===== src/rtl/div_sched_pkg.sv =====
// Shared types and helpers for the divider array scheduler.
// Holds the FSM state enum, the error quotient constant and the round-robin pick function.
package div_sched_pkg;

    typedef enum logic [1:0] {IDLE, CALC, RESP} state_t;

    localparam logic [31:0] ERR_RESP_Q = '1;
    localparam int          RR_MAX     = 8;

    // Returns {found, index}: first set bit of valid scanning ptr, ptr+1, ... modulo num.
    function automatic logic [3:0] rr_pick(input logic [RR_MAX-1:0] valid,
                                           input logic [2:0]        ptr,
                                           input int                num);
        logic       found;
        logic [2:0] idx;
        int         j;
        found = 1'b0;
        idx   = '0;
        for (int i = 0; i < RR_MAX; i++) begin
            j = int'(ptr) + i;
            if (j >= num) j = j - num;
            if ((i < num) && !found && valid[j[2:0]]) begin
                found = 1'b1;
                idx   = j[2:0];
            end
        end
        return {found, idx};
    endfunction

endpackage


===== src/rtl/divider_array_scheduler_rr_arbiter.sv =====
// Combinational round-robin arbiter: picks the first valid requester at or after rr_ptr.
module rr_arbiter
    import div_sched_pkg::*;
#(
    parameter int NUM_REQ = 4,
    parameter int ID_W    = $clog2(NUM_REQ)
) (
    input  logic [NUM_REQ-1:0] req_valid,
    input  logic [ID_W-1:0]    rr_ptr,
    output logic [NUM_REQ-1:0] grant,
    output logic [ID_W-1:0]    grant_idx,
    output logic               any_valid
);

    logic [RR_MAX-1:0] v_pad;
    logic [3:0]        pick;

    always_comb begin
        v_pad                = '0;
        v_pad[NUM_REQ-1:0]   = req_valid;
        pick                 = rr_pick(v_pad, 3'(rr_ptr), NUM_REQ);
    end

    assign any_valid = pick[3];
    assign grant_idx = ID_W'(pick[2:0]);

    always_comb begin
        grant = '0;
        if (any_valid) grant[grant_idx] = 1'b1;
    end

endmodule


===== src/rtl/divider_array_scheduler.sv =====
// Shares one external combinational array divider among NUM_REQ requesters.
// Screens divide-by-zero/overflow before issue and returns results on one response channel.
module divider_array_scheduler
    import div_sched_pkg::*;
#(
    parameter int NUM_REQ = 4,
    parameter int N_W     = 16,
    parameter int D_W     = 8,
    parameter int LAT     = 1
) (
    input  logic                       clk,
    input  logic                       rst_n,
    input  logic [NUM_REQ-1:0]         req_valid,
    input  logic [NUM_REQ*N_W-1:0]     req_n,
    input  logic [NUM_REQ*D_W-1:0]     req_d,
    output logic [NUM_REQ-1:0]         req_ready,
    output logic [N_W-1:0]             div_n,
    output logic [D_W-1:0]             div_d,
    input  logic [D_W-1:0]             div_q,
    input  logic [D_W-1:0]             div_r,
    output logic                       resp_valid,
    input  logic                       resp_ready,
    output logic [$clog2(NUM_REQ)-1:0] resp_id,
    output logic [D_W-1:0]             resp_q,
    output logic [D_W-1:0]             resp_r,
    output logic                       resp_err,
    output logic                       busy
);

    localparam int ID_W  = $clog2(NUM_REQ);
    localparam int CNT_W = $clog2(LAT + 1);

    state_t            state, state_nxt;
    logic [ID_W-1:0]   rr_ptr;
    logic [CNT_W-1:0]  cnt;
    logic [NUM_REQ-1:0] grant;
    logic [ID_W-1:0]   grant_idx;
    logic              any_valid;
    logic [N_W-1:0]    sel_n;
    logic [D_W-1:0]    sel_d;
    logic              accept;
    logic              err_now;

    rr_arbiter #(.NUM_REQ(NUM_REQ), .ID_W(ID_W)) u_arb (
        .req_valid (req_valid),
        .rr_ptr    (rr_ptr),
        .grant     (grant),
        .grant_idx (grant_idx),
        .any_valid (any_valid)
    );

    assign sel_n     = req_n[grant_idx*N_W +: N_W];
    assign sel_d     = req_d[grant_idx*D_W +: D_W];
    // Quotient fits in D_W bits only when the upper dividend half is below the divisor.
    assign err_now   = (sel_d == '0) || (sel_n[N_W-1:D_W] >= sel_d);
    assign req_ready = (state == IDLE) ? grant : '0;
    assign busy      = (state != IDLE);

    always_comb begin
        state_nxt = state;
        accept    = 1'b0;
        case (state)
            IDLE: begin
                if (any_valid) begin
                    accept    = 1'b1;
                    state_nxt = err_now ? RESP : CALC;
                end
            end
            CALC:    if (cnt == CNT_W'(1)) state_nxt = RESP;
            RESP:    if (resp_ready) state_nxt = IDLE;
            default: state_nxt = IDLE;
        endcase
    end

    always_ff @(posedge clk or negedge rst_n) begin
        if (!rst_n) begin
            state      <= IDLE;
            rr_ptr     <= '0;
            cnt        <= '0;
            div_n      <= '0;
            div_d      <= '0;
            resp_valid <= 1'b0;
            resp_id    <= '0;
            resp_q     <= '0;
            resp_r     <= '0;
            resp_err   <= 1'b0;
        end else begin
            state <= state_nxt;
            case (state)
                IDLE: begin
                    if (accept) begin
                        rr_ptr  <= (grant_idx == ID_W'(NUM_REQ - 1)) ? '0 : grant_idx + 1'b1;
                        resp_id <= grant_idx;
                        if (err_now) begin
                            resp_q     <= ERR_RESP_Q[D_W-1:0];
                            resp_r     <= sel_n[D_W-1:0];
                            resp_err   <= 1'b1;
                            resp_valid <= 1'b1;
                        end else begin
                            div_n <= sel_n;
                            div_d <= sel_d;
                            cnt   <= CNT_W'(LAT);
                        end
                    end
                end
                CALC: begin
                    cnt <= cnt - 1'b1;
                    if (cnt == CNT_W'(1)) begin
                        resp_q     <= div_q;
                        resp_r     <= div_r;
                        resp_err   <= 1'b0;
                        resp_valid <= 1'b1;
                    end
                end
                RESP: if (resp_ready) resp_valid <= 1'b0;
                default: ;
            endcase
        end
    end

endmodule

===== config.mk =====
export PLATFORM = sky130hd
export DESIGN_NAME = divider_array_scheduler
export DESIGN_NICKNAME = d
export VERILOG_FILES = /design/src/rtl/div_sched_pkg.sv /design/src/rtl/divider_array_scheduler_rr_arbiter.sv /design/src/rtl/divider_array_scheduler.sv
export SDC_FILE = /design/constraint.sdc
export NUM_CORES = 1
export LEC_CHECK = 0
export ABC_AREA = 1
export CAP_MARGIN = 10
export CORE_AREA = 2 2 93 95
export DETAILED_ROUTE_END_ITERATION = 6
export DIE_AREA = 0 0 95 97
export PLACE_DENSITY = 0.95
export SETUP_SLACK_MARGIN = 0.05
export SYNTH_ARGS = -nofsm -noshare
export SYNTH_HDL_FRONTEND = slang
export SYNTH_SLANG_ARGS = --single-unit

===== constraint.sdc =====
create_clock -name clk -period 5.4 [get_ports clk]
set_input_delay 1.08 -clock clk [delete_from_list [all_inputs] [get_ports clk]]
set_output_delay 1.08 -clock clk [all_outputs]
set_load 0.005 [all_outputs]

# Yosys cells after proc, flatten, opt, wreduce, memory -nomap -nowiden
# Cells that the tools add are included.
[totals]
regBits = 49
output_inout_bits = 49
in_bits = 119
[classes]
shift = 2
magnitude_cmp = 11
add_sub_neg = 9
bitwise = 1
n_reduce_logical = 19
n_eq_ne = 9
muxes = 50
[op_table]
columns = ["cell", "n"]
rows = [
  ["32-bit by 4-bit greater-or-equal comparator with 1-bit output (second input constant)", 3],
  ["64-bit by 7-bit indexed part select with 16-bit output", 1],
  ["8-bit 2-to-1 mux", 6],
  ["8-bit one-hot mux with 2 select lines", 2],
  ["32-bit by 6-bit indexed part select with 8-bit output", 1],
  ["1-bit 2-to-1 mux", 18],
  ["2-bit 2-to-1 mux", 9],
  ["3-bit by 4-bit less-than comparator with 1-bit output (second input constant)", 4],
  ["1-bit binary-select mux with 3-bit select", 4],
  ["3-bit 2-to-1 mux", 4],
  ["2-bit != test (second input constant)", 6],
  ["3-bit AND reduction", 3],
  ["3-bit subtractor (second input constant)", 3],
  ["8-bit greater-or-equal comparator", 1],
  ["8-bit logical NOT", 1],
  ["4-bit 2-to-1 mux", 2],
  ["2-bit by 2-bit adder with 3-bit output (second input constant)", 2],
  ["2-bit one-hot mux with 3 select lines", 1],
  ["5-bit AND reduction", 1],
  ["2-bit equality test (second input constant)", 2],
  ["1-bit logical AND", 4],
  ["1-bit one-hot mux with 2 select lines", 2],
  ["4-bit AND reduction", 1],
  ["2-bit nonzero test", 2],
  ["other kinds (16)", 18],
]

# Depth between registers and ports, before layout
[logic_depth]
depth_word = 20
mapped_depth = 26

# Modules after synthesis
# A second synthesis with hierarchy kept.
[unflattened]
cells_unflattened = 515
hier_area_um2 = 3569.7
[by_module_without_submodules]
columns = ["module", "area_per_inst_um2", "instances", "cells_each"]
rows = [
  ["divider_array_scheduler", 3176.8, 1, 441],
  ["rr_arbiter", 392.9, 1, 74],
]

# Least setup slack after synthesis
# No wires, ideal clock.
[synth_timing]
path_type = "input port to flip-flop"
start = "input port req_valid[2]"
end = "register div_n[1]"
setup_slack_ns = 1.132
arrival_time_ns = 4.147
stages = 23
setup_time_ns = 0.121
path_buffers = 4
path_cell_list = "inv_1 > nand2_1 > nand3_2 > nand2_4 > nor2_1 > nor2_2 > nand2_4 > nand2_4 > buf_4 > inv_1 > buf_2 > or2_2 > a32oi_1 > inv_1 > ha_1 > a21oi_1 > o21ai_0 > a211oi_1 > nand3_2 > buf_6 > buf_8 > nand2_2 > o21ai_2"
[synth_via]
elab_chain_len = 17
word_cells_on_any_way = 31
classes_between = "order compare: 1; shift: 2; mux: 18; bitwise: 1; reduce/logical: 9"
[synth_lines]
columns = ["element", "line", "rtl"]
rows = [
  ["start: declaration", "divider_array_scheduler.sv:13", "input logic [NUM_REQ-1:0] req_valid,"],
  ["1-bit binary-select mux with 3-bit select", "div_sched_pkg.sv:22", "if ((i < num) && !found && valid[j[2:0]]) begin"],
  ["1-bit 2-to-1 mux (implied by the code)", "div_sched_pkg.sv:22", ""],
  ["1-bit 2-to-1 mux", "div_sched_pkg.sv:22", ""],
  ["1-bit logical NOT", "div_sched_pkg.sv:22", ""],
  ["1-bit logical AND", "div_sched_pkg.sv:22", ""],
  ["1-bit 2-to-1 mux", "div_sched_pkg.sv:22", ""],
  ["1-bit logical NOT", "div_sched_pkg.sv:22", ""],
  ["1-bit logical AND", "div_sched_pkg.sv:22", ""],
  ["[2 not listed]", "-", ""],
  ["1-bit logical AND", "div_sched_pkg.sv:22", ""],
  ["2-bit 2-to-1 mux (*)", "div_sched_pkg.sv:22", ""],
  ["64-bit by 7-bit indexed part select with 16-bit output (*)", "divider_array_scheduler.sv:52", "assign sel_n = req_n[grant_idx*N_W +: N_W];"],
  ["named net sel_n[9]", "divider_array_scheduler.sv:39", "logic [N_W-1:0] sel_n;"],
  ["8-bit greater-or-equal comparator (*)", "divider_array_scheduler.sv:55", "assign err_now = (sel_d == '0) || (sel_n[N_W-1:D_W] >= sel_d);"],
  ["1-bit logical OR (*)", "divider_array_scheduler.sv:55", ""],
  ["1-bit inverter (no line) (*)", "-", ""],
  ["3-bit AND reduction (no line) (*)", "-", ""],
  ["end signal: assignment", "divider_array_scheduler.sv:100", "div_n <= sel_n;"],
  ["end: declaration", "divider_array_scheduler.sv:17", "output logic [N_W-1:0] div_n,"],
]
# Mark *: on every way through the listed nets, which the timed path passes. The rest lies on a longest branch. The select of a mux whose other input is x is not followed.
# A chain may end at the register's enable or synchronous reset.

# Worst setup path in the final report
[layout_timing]
start = "input port req_valid[2]"
end = "output port req_ready[3]"
[layout_via]
elab_chain_len = 18
word_cells_on_any_way = 29
classes_between = "order compare: 2; mux: 20; reduce/logical: 7"
[layout_lines]
columns = ["element", "line", "rtl"]
rows = [
  ["1-bit binary-select mux with 3-bit select", "div_sched_pkg.sv:22", ""],
  ["1-bit 2-to-1 mux (implied by the code)", "div_sched_pkg.sv:22", ""],
  ["1-bit 2-to-1 mux", "div_sched_pkg.sv:22", ""],
  ["1-bit logical NOT", "div_sched_pkg.sv:22", ""],
  ["1-bit logical AND", "div_sched_pkg.sv:22", ""],
  ["1-bit 2-to-1 mux", "div_sched_pkg.sv:22", ""],
  ["1-bit logical NOT", "div_sched_pkg.sv:22", ""],
  ["1-bit logical AND", "div_sched_pkg.sv:22", ""],
  ["[2 not listed]", "-", ""],
  ["1-bit logical AND", "div_sched_pkg.sv:22", ""],
  ["2-bit 2-to-1 mux", "div_sched_pkg.sv:22", ""],
  ["2-bit by 3-bit less-than comparator with 1-bit output (implied by the code) or 2-bit by 1-bit greater-or-equal comparator with 1-bit output (tied branches)", "divider_array_scheduler_rr_arbiter.sv:29", "if (any_valid) grant[grant_idx] = 1'b1;"],
  ["1-bit logical AND (implied by the code)", "divider_array_scheduler_rr_arbiter.sv:29", ""],
  ["1-bit 2-to-1 mux (implied by the code)", "divider_array_scheduler_rr_arbiter.sv:29", ""],
  ["1-bit demux with 2-bit select", "-", ""],
  ["4-bit 2-to-1 mux (*)", "divider_array_scheduler_rr_arbiter.sv:29", ""],
  ["4-bit 2-to-1 mux (*)", "divider_array_scheduler.sv:56", "assign req_ready = (state == IDLE) ? grant : '0;"],
  ["end: declaration", "divider_array_scheduler.sv:16", "output logic [NUM_REQ-1:0] req_ready,"],
]
# Mark *: on every way between the ends. The rest lies on a longest branch, timed or not. The select of a mux whose other input is x is not followed.

==> summary.md <==
| Metric | Value |
|---|---|
| Slew headroom | 28.3% |
| Final HPWL DP | 8.52 mm |
| Total Routing Usage GR | 23.6% |
| CTS Sinks | 49 |
| Chip height | around 97 microns |
| Max Cap Viol | 0 |
| Cts hold-fix bufs | 0 |
| Clk slew on worst S/H paths | 0.10 ns |
| Number of synthesized flops with an enable pin | 0 |
| RSZ-0062 raised after global routing | no |
| FF-to-FF setup slack | about 0.96 ns |
| # rows | 33 |
| Clock buffer depth | 2 |
| Vias in the first global route | 3980 |
| Routed Antenna Nets | 0 |
| Req. time, crit path | 4.32 ns |
| Met2 wire length | 5.57 mm |
| Starting Density | between 40% and 50% |
| Worst-Skew Late Latency | ~0.30 ns |
| Crit path max fanout | 34 |
| Synth Flop Type | dfrtp_1 |
| CTS tree | yes |
| WL met3 | approximately 570 microns |
| Placeable Area | 8130 sq um |
| Worst path slowest cell | clkdlybuf4s50_1 |
| CP delay by family, top | buffers and inverters |
| Via count | 3913 |
| WP data arrival | 3.93 ns |
| CP Buf/Inv Count | 5 |
| Final setup fails | 0 |
| Gpl congestion | 0.827 |
| Fmax | ~0.2 GHz |
| Largest net degree at the start of global routing | 50 |
| Antenna violations before repair | 0 |
| Biggest area consumer among synthesized cells | dfrtp_1 |
| Area Growth Syn to Fin | 50.1% |
| Synthesized cell area | 3580 sq um |
| NumNets Final | 800 |
| Worst-path cell chain | clkdlybuf4s50_1 -> inv_1 -> nand2_1 -> nand3_1 -> nand2_1 -> a21oi_2 -> nand2_2 -> nand2_8 -> inv_1 -> ha_1 -> inv_1 -> nor2_1 -> clkdlybuf4s50_1 |
| Resized Gates After CTS | 0 |
| Synth cell count leaders | 173 x nand2_1, 52 x nand3_1, 49 x dfrtp_1, 38 x inv_1, 38 x nor2_1 |
| Ranking of synthesized cells by area | dfrtp_1 34%, nand2_1 18%, nand3_1 7.3% |
| Inserted Diodes | 0 |
| Synth Instances | ~500 |
| Unique masters post-synth | 31 |
| Area share of the largest cell type after synthesis | 34.2% |
| Synth warnings | 0 |
| Fillers | 649 |
| Flip-flop and latch count after synthesis | 49 |
| Clock root buffer | clkbuf_8 |
| Final worst clock skew | 0.00774 ns |
| Async SR Flop Fraction | between 90% and 100% |
| Avg Inst Size Synth | 6.98 sq um |
| Via density | slightly above 5 |
| Grt total ovfl | 0 |
| DRT iter0 DRCs | 191 |
| Syn_nets | 644 |
| DR top layer | met4 |
| Final WL | 10.7 mm |
| Slew @ Worst Pin | 1.08 ns |
| Crit path capture type | output pin |
| WL/cell | 13.8 microns |
| Number of setup buffers added after CTS | 0 |
| Die W | between 90 and 100 microns |
| Initial DRT Pass Iterations | 4 |
| Setup TNS | 0 ns |
| Fin. Hold Viols | 0 |
| Startpoint Class | primary input |
| Die ar. | 9220 sq um |
| Global-route wire length before repair | 17.7 mm |
| Delay of the slowest critical-path stage | 0.53 ns |
| Sequential area share after synthesis | 34.2% |
| Final worst path period need | 5.01 ns |
| Most frequent cell after synthesis | nand2_1 |
| Num CTS Buffers | 5 |
| Fraction of layout cells with a size suffix above 1 | 11.5% |
| Port Buf Inserts | 167 |
| Critical path class | primary input to output pin |
| Most common cell on crit path | inv_1 |
| HP Class | flop to flop |
| Crit share post-route | 92.8% |
| Io pins | 168 |
| # DRC | 0 |
| Outcome | completed |
| H-tree depth | 2 |
| Metal-1 WL | 4.25 mm |
| Slew Limit Fails | 0 |
-- through the flow --
stage	hold WS (ns)	worst slack, ns	util (%)	area, sq um	instances
after floorplan	0.462	1.13	-	3580	513
after global placement	0.455	0.325	64.8	5270	767
after detailed placement	0.458	0.106	64.8	5270	767
after CTS	0.483	0.343	66.0	5370	775
after global routing	0.507	0.0512	66.1	5380	775
final	0.482	0.389	66.1	5380	775
-- sequential cells by signal, summed over array words and instances, names as in the netlist --
name	count
rr_ptr	2
state	2
resp_r	8
cnt	1
resp_valid	1
resp_q	8
div_d	8
div_n	16
resp_err	1
resp_id	2
-- layout by cell type (no fill, tap or decap), drive strengths merged --
| cell type | instances |
|---|---|
| nand2 | 193 |
| clkdlybuf4s50 | 166 |
| nand3 | 57 |
| dfrtp | 49 |
| inv | 42 |
| nor2 | 42 |
| o21ai | 41 |
| a21oi | 22 |
| or2 | 18 |
| ha | 12 |
| buf | 7 |
| a32oi | 5 |
| clkbuf | 5 |
| a32o | 3 |
| nor4 | 2 |
| nand4 | 1 |
| a211oi | 1 |
| nand3b | 1 |
| a21boi | 1 |
| clkinv | 1 |
| clkinvlp | 1 |
-- kinds of logic (layout without fill, tap and decap cells) --
logic type,after synthesis,after routing,synth area share [%]
simple gates,314,314,40.5
compound gates,73,73,12.5
fa+ha+maj,12,12,4.19
flops,49,49,34.2
buf+inv,65,222,8.56
-- routing by layer --
layer | vias up | GRT usage (%)
met1 | 1798 | 27.4
met5 | - | 0
met4 | 0 | 6.80
met2 | 128 | 43.9
met3 | 24 | 3.50
li1 | 1963 | -
-- cell type report --
class / count / area [sq um] / area share [%]
well taps: 105 / 131 / 2.44
clock inverters: 3 / 25.0 / 0.466
clock buffers: 5 / 68.8 / 1.28
flip-flops and latches: 49 / 1230 / 22.8
repair buffers: 173 / 1710 / 31.8
inverters: 41 / 154 / 2.86
multi-input cells: 399 / 2060 / 38.3
-- worst paths after layout --
check | cells past startpoint | start | endpoint
max in group asynchronous | 1 | rst_n | cnt
min in group asynchronous | 1 | rst_n | resp_q[1]
hold reg to reg | 2 | resp_err | resp_err
hold / removal | 2 | resp_err | resp_err
setup / recovery | 13 | req_valid[2] | req_ready[3]
setup reg to reg | 21 | rr_ptr[0] | resp_r[4]
-- worst min-delay path, cell delays in order, from the launching register on --
cell and delay, ns:
dfrtp_1 0.36, nand2_1 0.05, nand2_1 0.05
Power is left out: the tool's default activity adds up to more than one toggle a clock period on the data nets, which glitch-free logic cannot reach.
